--- config.mk ---
export PLATFORM = sky130hd
export DESIGN_NAME = cache_row_packer
export DESIGN_NICKNAME = d
export VERILOG_FILES = /design/src/rtl/cache_row_packer.sv
export SDC_FILE = /design/constraint.sdc
export NUM_CORES = 2
export LEC_CHECK = 0
export BUFFER_PORTS_ARGS = -buffer_cell sky130_fd_sc_hd__buf_2
export CAP_MARGIN = 10
export CELL_PAD_IN_SITES_DETAIL_PLACEMENT = 0
export CELL_PAD_IN_SITES_GLOBAL_PLACEMENT = 1
export CORE_MARGIN = 5
export CORE_UTILIZATION = 45
export DETAILED_ROUTE_END_ITERATION = 10
export PLACE_DENSITY_LB_ADDON = 0.1
export SLEW_MARGIN = 20
export SYNTH_ARGS = -nofsm -noshare
export SYNTH_HDL_FRONTEND = slang
export SYNTH_SLANG_ARGS = --single-unit
--- constraint.sdc ---
create_clock -name clk -period 49.6 [get_ports clk]
set_input_delay 0 -clock clk [delete_from_list [all_inputs] [get_ports clk]]
set_output_delay 0 -clock clk [all_outputs]
set_load 0.02 [all_outputs]
--- src/rtl/cache_row_packer.sv ---
// Packs a 64-bit row stream into 512-bit cache lines on a data BRAM port and
// records one {start line, beat count} metadata entry per row on a metadata BRAM port.
module cache_row_packer #(
  parameter int C_BRAM_DATA_WIDTH     = 512,
  parameter int C_BRAM_METADATA_WIDTH = 32,
  parameter int C_BRAM_ADDR_WIDTH     = 32,
  parameter int C_STREAM_WIDTH        = 64,
  parameter int DATA_RAM_DEPTH        = 32768,
  parameter int METADATA_RAM_DEPTH    = 32768
) (
  input  logic                               clk,
  input  logic                               rst,
  input  logic                               start,
  input  logic [31:0]                        cfg_base_line,
  input  logic [15:0]                        cfg_num_rows,
  output logic                               busy,
  output logic                               done,
  input  logic                               s_valid,
  output logic                               s_ready,
  input  logic [C_STREAM_WIDTH-1:0]          s_data,
  input  logic                               s_last,
  output logic                               data_en,
  output logic [C_BRAM_DATA_WIDTH/8-1:0]     data_we,
  output logic [C_BRAM_ADDR_WIDTH-1:0]       data_addr,
  output logic [C_BRAM_DATA_WIDTH-1:0]       data_din,
  output logic                               meta_en,
  output logic [C_BRAM_METADATA_WIDTH/8-1:0] meta_we,
  output logic [C_BRAM_ADDR_WIDTH-1:0]       meta_addr,
  output logic [C_BRAM_METADATA_WIDTH-1:0]   meta_din
);

  localparam int BEATS = C_BRAM_DATA_WIDTH / C_STREAM_WIDTH;
  localparam int BW    = $clog2(BEATS);
  localparam int LW    = $clog2(DATA_RAM_DEPTH);
  localparam int MW    = $clog2(METADATA_RAM_DEPTH);
  localparam int BB    = C_STREAM_WIDTH / 8;

  typedef enum logic [1:0] {S_IDLE = 2'd0, S_RUN = 2'd1, S_DRAIN = 2'd2} state_t;

  state_t                         r_state;
  state_t                         w_state_nxt;
  logic [15:0]                    r_num_rows;
  logic [LW-1:0]                  r_line_ptr;
  logic [LW-1:0]                  r_row_start;
  logic [15:0]                    r_row_idx;
  logic [BW-1:0]                  r_beat_cnt;
  logic [15:0]                    r_row_beats;
  logic [C_BRAM_DATA_WIDTH-1:0]   r_line;
  logic [C_BRAM_DATA_WIDTH/8-1:0] r_mask;

  logic                           w_start_run;
  logic                           w_accept;
  logic                           w_line_wr;
  logic                           w_row_end;
  logic                           w_final_row;
  logic [15:0]                    w_beats_inc;
  logic [C_BRAM_DATA_WIDTH-1:0]   w_line;
  logic [C_BRAM_DATA_WIDTH/8-1:0] w_mask;

  assign w_start_run = (r_state == S_IDLE) && start && (cfg_num_rows != 16'd0);
  assign w_accept    = (r_state == S_RUN) && s_valid;
  assign w_line_wr   = w_accept && (s_last || (r_beat_cnt == BW'(BEATS - 1)));
  assign w_row_end   = w_accept && s_last;
  assign w_final_row = w_row_end && (r_row_idx == (r_num_rows - 16'd1));
  assign w_beats_inc = (r_row_beats == 16'hFFFF) ? 16'hFFFF : (r_row_beats + 16'd1);

  // Line buffer with the incoming beat merged into its lane
  always_comb begin
    w_line = r_line;
    w_mask = r_mask;
    if (w_accept) begin
      w_line[int'(r_beat_cnt)*C_STREAM_WIDTH +: C_STREAM_WIDTH] = s_data;
      w_mask[int'(r_beat_cnt)*BB +: BB] = {BB{1'b1}};
    end else begin
      w_line = r_line;
    end
  end

  // Next-state logic
  always_comb begin
    w_state_nxt = r_state;
    case (r_state)
      S_IDLE:  w_state_nxt = w_start_run ? S_RUN : S_IDLE;
      S_RUN:   w_state_nxt = w_final_row ? S_DRAIN : S_RUN;
      S_DRAIN: w_state_nxt = S_IDLE;
      default: w_state_nxt = S_IDLE;
    endcase
  end

  // State register
  always_ff @(posedge clk or posedge rst) begin
    if (rst) r_state <= S_IDLE;
    else     r_state <= w_state_nxt;
  end

  // Datapath, counters and registered BRAM/handshake outputs
  always_ff @(posedge clk or posedge rst) begin
    if (rst) begin
      r_num_rows <= 16'd0;   r_line_ptr <= '0;      r_row_start <= '0;
      r_row_idx  <= 16'd0;   r_beat_cnt <= '0;      r_row_beats <= 16'd0;
      r_line     <= '0;      r_mask     <= '0;
      busy       <= 1'b0;    done       <= 1'b0;    s_ready     <= 1'b0;
      data_en    <= 1'b0;    data_we    <= '0;      data_addr   <= '0;     data_din <= '0;
      meta_en    <= 1'b0;    meta_we    <= '0;      meta_addr   <= '0;     meta_din <= '0;
    end else begin
      busy    <= (w_state_nxt != S_IDLE);
      s_ready <= (w_state_nxt == S_RUN);
      done    <= (r_state == S_DRAIN) ||
                 ((r_state == S_IDLE) && start && (cfg_num_rows == 16'd0));
      data_en <= w_line_wr;
      data_we   <= w_line_wr ? w_mask : '0;
      data_addr <= w_line_wr ? C_BRAM_ADDR_WIDTH'(r_line_ptr) : '0;
      data_din  <= w_line_wr ? w_line : '0;
      meta_en   <= w_row_end;
      meta_we   <= w_row_end ? {(C_BRAM_METADATA_WIDTH/8){1'b1}} : '0;
      meta_addr <= w_row_end ? C_BRAM_ADDR_WIDTH'(r_row_idx[MW-1:0]) : '0;
      meta_din  <= w_row_end ? C_BRAM_METADATA_WIDTH'({16'(r_row_start), w_beats_inc}) : '0;
      if (w_start_run) begin
        r_num_rows  <= cfg_num_rows;
        r_line_ptr  <= LW'(cfg_base_line % 32'(DATA_RAM_DEPTH));
        r_row_start <= LW'(cfg_base_line % 32'(DATA_RAM_DEPTH));
        r_row_idx   <= 16'd0;
        r_beat_cnt  <= '0;
        r_row_beats <= 16'd0;
        r_line      <= '0;
        r_mask      <= '0;
      end else if (w_accept) begin
        if (w_line_wr) begin
          r_line     <= '0;
          r_mask     <= '0;
          r_beat_cnt <= '0;
          r_line_ptr <= r_line_ptr + LW'(1);
        end else begin
          r_line     <= w_line;
          r_mask     <= w_mask;
          r_beat_cnt <= r_beat_cnt + BW'(1);
        end
        // A row end always coincides with a line write, so the next row opens on the next line
        if (w_row_end) begin
          r_row_start <= r_line_ptr + LW'(1);
          r_row_idx   <= r_row_idx + 16'd1;
          r_row_beats <= 16'd0;
        end else begin
          r_row_beats <= w_beats_inc;
        end
      end else begin
        r_beat_cnt <= r_beat_cnt;
      end
    end
  end

endmodule

Yosys cells after proc, flatten, opt, wreduce, memory -nomap -nowiden
Index checks and enable logic that the tools add are counted.

operators by class
  $add $sub $neg = 7
  multiply operators = 0
  divide/modulo/power cells = 0
  magnitude comparators = 0
  equality and inequality tests = 6
  shift operators = 4
  multiplexer cells = 35
  bitwise logic cells = 0
  reduce and logical (&&, ||, !) cells = 18

operators by type and width
  operator                                                    number
  two-way mux 512 bit                                         5
  bitwise mux 512 bit                                         1
  variable shift 64 x 33 -> 512 bit, first input constant     1
  indexed part select 64 x 33 -> 512 bit                      1
  two-way mux 64 bit                                          5
  two-way mux 15 bit                                          8
  two-way mux 16 bit                                          7
  bitwise mux 64 bit                                          1
  variable shift 8 x 33 -> 64 bit, first input constant       1
  indexed part select 8 x 33 -> 64 bit, first input constant  1
  negation 6 -> 33 bit                                        1
  negation 9 -> 33 bit                                        1
  adder 16 x 1 -> 16 bit, second input constant               2
  two-way mux 31 bit                                          1
  == test 16 bit                                              1
  == test 16 bit, second input constant                       1
  zero test 16 bit                                            1
  nonzero test 16 bit                                         1
  subtractor 16 x 1 -> 16 bit, second input constant          1
  adder 15 x 1 -> 15 bit, second input constant               1
  two-way mux 3 bit                                           3
  nonzero test 2 bit                                          4
  logical AND 1 bit                                           7
  == test 2 x 1 -> 1 bit, second input constant               2
  other kinds (10)                                            12

storage, ports and cells
  flip-flop bits (word level) = 1305
  bits in latches = 0
  bits in writable memories = 0
  memory bits (read-only) = 0
  input port bits = 117
  output and inout port bits = 681
  word-level logic and storage cells = 90
  memories kept = 0

Logic depth before layout (Yosys ltp)
  depth after elaboration = 7
  depth in mapped cells = 12

Least setup slack after synthesis
No wires, ideal clock.

  kind = register -> register
  start point = register r_beat_cnt[0]
  end point = register r_line[327]
  arrival time = 2376 ps
  required time = 49479 ps
  setup slack = 47103 ps
  cell stages (with the launch flop) = 11
  cell sequence = dfrtp_1 -> inv_2 -> ha_1 -> ha_1 -> buf_2 -> nor3_1 -> and2_1 -> buf_2 -> o21ai_2 -> buf_2 -> a22o_1

between the ends
  cells in the longest elaborated chain, start to end = 7
  elaborated cells on any way between the ends = 11
  classes of those cells = add/sub: 1; eq/ne: 1; shift: 2; mux: 5; reduce/logical: 2

ends and longest elaborated chain
  what                                                                                                RTL line  RTL
  start: declaration                                                                                  46        logic [BW-1:0] r_beat_cnt;
  start signal: assignment                                                                            136       r_beat_cnt <= r_beat_cnt + BW'(1);
  start signal: assignment                                                                            147       r_beat_cnt <= r_beat_cnt;
  negation 9 -> 33 bit                                                                                72        w_line[int'(r_beat_cnt)*C_STREAM_WIDTH +: C_STREAM_WIDTH] = s_data;
  indexed part select 64 x 33 -> 512 bit / variable shift 64 x 33 -> 512 bit (equally long branches)  72
  bitwise mux 512 bit                                                                                 72
  two-way mux 512 bit                                                                                 71        if (w_accept) begin
  two-way mux 512 bit *                                                                               128       if (w_line_wr) begin
  two-way mux 512 bit *                                                                               127       end else if (w_accept) begin
  two-way mux 512 bit *                                                                               118       if (w_start_run) begin
  end signal: assignment                                                                              134       r_line <= w_line;
  end: declaration                                                                                    48        logic [C_BRAM_DATA_WIDTH-1:0] r_line;

Mark *: on every way between the ends. The rest lies on a longest branch, timed or not. The select of a mux whose other input is x is not followed.
A chain may end at the register's enable or synchronous reset.

Final worst setup path
  start point = register r_beat_cnt[0]
  end point = register r_line[430]

Same word-level chain as after synthesis.

==> summary.txt <==
STA
  – Least-Margin Pin Slew: 1190 ps
  – Clock skew: 23.5 ps
  – Hold slack: 5.50 ps
  – Period utilization: 0.104
  – Peak Freq: 0.193 GHz
  – Setup TNS: 0 ps
  – Final Max Slew Viols: 0
  – RSZ-0062 raised after global routing: false
  – Post-route setup slack: 44420 ps
  – Headroom to the max-slew limit: 0.205
  – Final hold viol count: 0
  – Final setup violation count: 0
  – Period minus WS final: 5180 ps

Detailed routing
  – DR WL/cell: 26.6 um
  – Initial drt markers: 3965
  – Vias: 39900
  – # DRC: 0
  – Vias/cell: 5.88
  – WL final: 181000 um
  – DRT antenna net count: 0
  – Drt first pass iters: 5

Synth
  – Fraction of registers with async set/reset: 1.00
  – Number of synthesized flops with an enable pin: 0
  – Largest family of logic cells by synthesized area: compound AO/OA/AOI/OAI gates
  – Synth Area in Simple Gates: 0.124
  – Post-synthesis compound-gate area fraction: 0.171
  – Synth unique cells: 62
  – Mean Syn Cell Area: 11.0 um^2
  – Gate Count Post-Synth: 4631
  – Top post-synthesis cells by area: dfrtp_1, a32o_1, nand2_1
  – Yosys warns: 0
  – Synth Cell Area: 51000 um^2
  – Dominant cell type by area after synthesis: dfrtp_1
  – Ys flop type: dfrtp_1
  – Synthesized-area fraction occupied by adder cells: 0.00270
  – Area share of the largest cell type after synthesis: 0.638
  – Sequential-to-total area share from yosys stat: 0.638
  – Flops & latches, synth: 1301
  – XOR/XNOR Fraction of Synth Area: 0.0122
  – Mux share of post-synthesis cell area: 0.00233

CTS
  – CTS tree: built
  – Setup Buffers After CTS: 0
  – H-tree levels: 4
  – Clock-pin slew on the worst setup and hold paths: 70 ps
  – CTS Buffer Depth: 3
  – Num Clock Sinks: 1301
  – Num CTS Buffers: 140
  – Clk Latency, worst-skew pair: 750 ps
  – CTS-repair resized insts: 0
  – CTS root buf: clkbuf_16

GRT
  – First-pass GRT wire length: 268000 um
  – Layer with the highest usage: met2
  – Grt met1 use: 0.406
  – Vias in the first global route: 39100
  – Largest net degree at the start of global routing: 210
  – Grt met3 use: 0.0713
  – Met2 usage: 0.453
  – GRT Total Usage: 0.294
  – Initial antenna violation count: 0
  – GRT Residual Overflow: 0

Die
  – Core Rows: 123
  – Die H: 347 um
  – I/O pins: 798
  – Total core area: 112000 um^2
  – DIE WIDTH: 347 um
  – Die area: 120000 um^2
  – Initial Utilization: 0.454

Min path
  – Min-delay worst type: primary input to asynchronous set/reset pin

Final layout
  – Fin nets: 5304
  – Core Util, Final: 0.542
  – Design Area, Final: 61000 um^2
  – Non-filler cells in the finished layout: 6782
  – Layout area overhead: 19.5%
  – Share of cells above drive strength 1: 0.207
  – Register area: 32600 um^2
  – Area of the multi-input gates: 16300 um^2
  – Fillers: 9991

Worst setup path
  – Delay of the slowest critical-path stage: 1160 ps
  – Cell Chain, Critical Path: inv_2 -> ha_1 -> ha_1 -> nor3_2 -> nand2_4 -> nor2_4 -> buf_4 -> a32o_1
  – Critical Path Source Type: flop
  – Crit Path Class: flop to flop
  – Crit-path max FO: 65
  – CP most frequent cell: ha_1
  – CP required: 50280 ps
  – Crit path DAT: 5850 ps
  – Crit path max-delay family: simple AND/OR/NAND/NOR gates
  – Worst path slowest cell: nor2_4
  – Worst setup path start: r_beat_cnt[0]
  – Worst setup EP type: flop
  – Crit Reg-Reg Startpoint: r_beat_cnt[0]
  – CP bufs+invs: 2

Pwr
  – Worst vdd ir: 0.0284 mV
  – Pwr dens: 42.9 nW/um^2
  – Leak Pwr: 29.4 nW
  – Total power: 2.61 mW

Placement
  – Placed insts: 6415
  – Final HPWL DP: 107000 um
  – DP Area: 55100 um^2
  – Pre-CTS setup slack: 44140 ps
  – Port buffer count: 745
  – Final Wtd Congestion: 0.813

Run
  – Max cap viols: 0

Run status
  – Status: complete, no violations
[path summary, 6_finish.rpt]
| check | cells past startpoint | to | slack (ps) |
|---|---|---|---|
| min in group clk | 4 | r_line_ptr[4] | 50 |
| setup reg to reg | 8 | r_line[430] | 44420 |
| hold / removal | 3 | r_mask[13] | 6 |
| max in group asynchronous | 8 | data_din[109] | 45040 |
| hold reg to reg | 1 | r_mask[15] | 470 |
| setup / recovery | 8 | r_line[430] | 44420 |
[cells by family after synthesis]
family                   after synthesis
AO/OA/AOI/OAI                       1201
XOR/XNOR                              71
adder cells (fa/ha/maj)               11
buffers and inverters                587
flip-flops                          1301
multiplexers                          11
other                                  1
AND/OR/NAND/NOR                     1448
[cells in the final DEF (no fill, tap or decap), drive strengths merged, types with 50 or more instances in the layout]
master and n:
a32o 338, a21o 65, o21ai 57, a21oi 497, buf 817, dfrtp 1301
a22o 180, nor2 254, nand2 702, clkbuf 213, dlygate4sd3 118, and2 50
nand3 368
[repair_timing]
action | in CTS | in global routing
setup endpoints to repair | 0 | 0
endpoints found under the hold margin | 1196 | 0
hold buffers | 118 | 0
[tightest hold or removal path, cell delays in order]
cell and delay [ps]:
dlygate4sd3_1 530, buf_2 150, inv_8 600
[power by group]
part	switching, mW	internal [mW]
clock	0.430	0.619
combinational	0.330	0.0927
sequential	0.0356	1.11
total	0.795	1.82
[layer usage]
| layer | share of wire | vias up | routed length, um |
|---|---|---|---|
| met5 | 0 | - | 0 |
| met1 | 0.42 | 20800 | 75300 |
| met2 | 0.46 | 1598 | 83300 |
| li1 | - | 17200 | - |
| met4 | 0.042 | 0 | 7640 |
| met3 | 0.080 | 287 | 14500 |
[flip-flops by register name (all words and copies together), names as in the netlist, 16 cells and up]
register,count
r_line,512
r_row_beats,16
data_we,64
meta_din,31
r_mask,64
data_din,512
r_num_rows,16
r_row_idx,16
[cells in the mapped netlist, types with 44 or more instances]
cell / n
dfrtp_1: 1301
nand2_1: 700
a21oi_1: 497
nand3_1: 367
a32o_1: 338
clkbuf_1: 306
nor2_1: 247
a22o_1: 180
buf_2: 132
buf_1: 86
a21o_1: 65
and2_1: 50
a22oi_1: 46
o21ai_0: 44
xnor2_1: 44
[cell type report]
| cell class | instances | area share |
|---|---|---|
| diodes | 2 | 0.0000821 |
| repair buffers | 935 | 0.0903 |
| inverters | 21 | 0.00142 |
| flip-flops and latches | 1301 | 0.534 |
| clock inverters | 33 | 0.00620 |
| clock buffers | 213 | 0.0694 |
| multi-input cells | 2777 | 0.268 |
| well taps | 1500 | 0.0308 |
No activity file was read; power rests on OpenSTA's default activity.
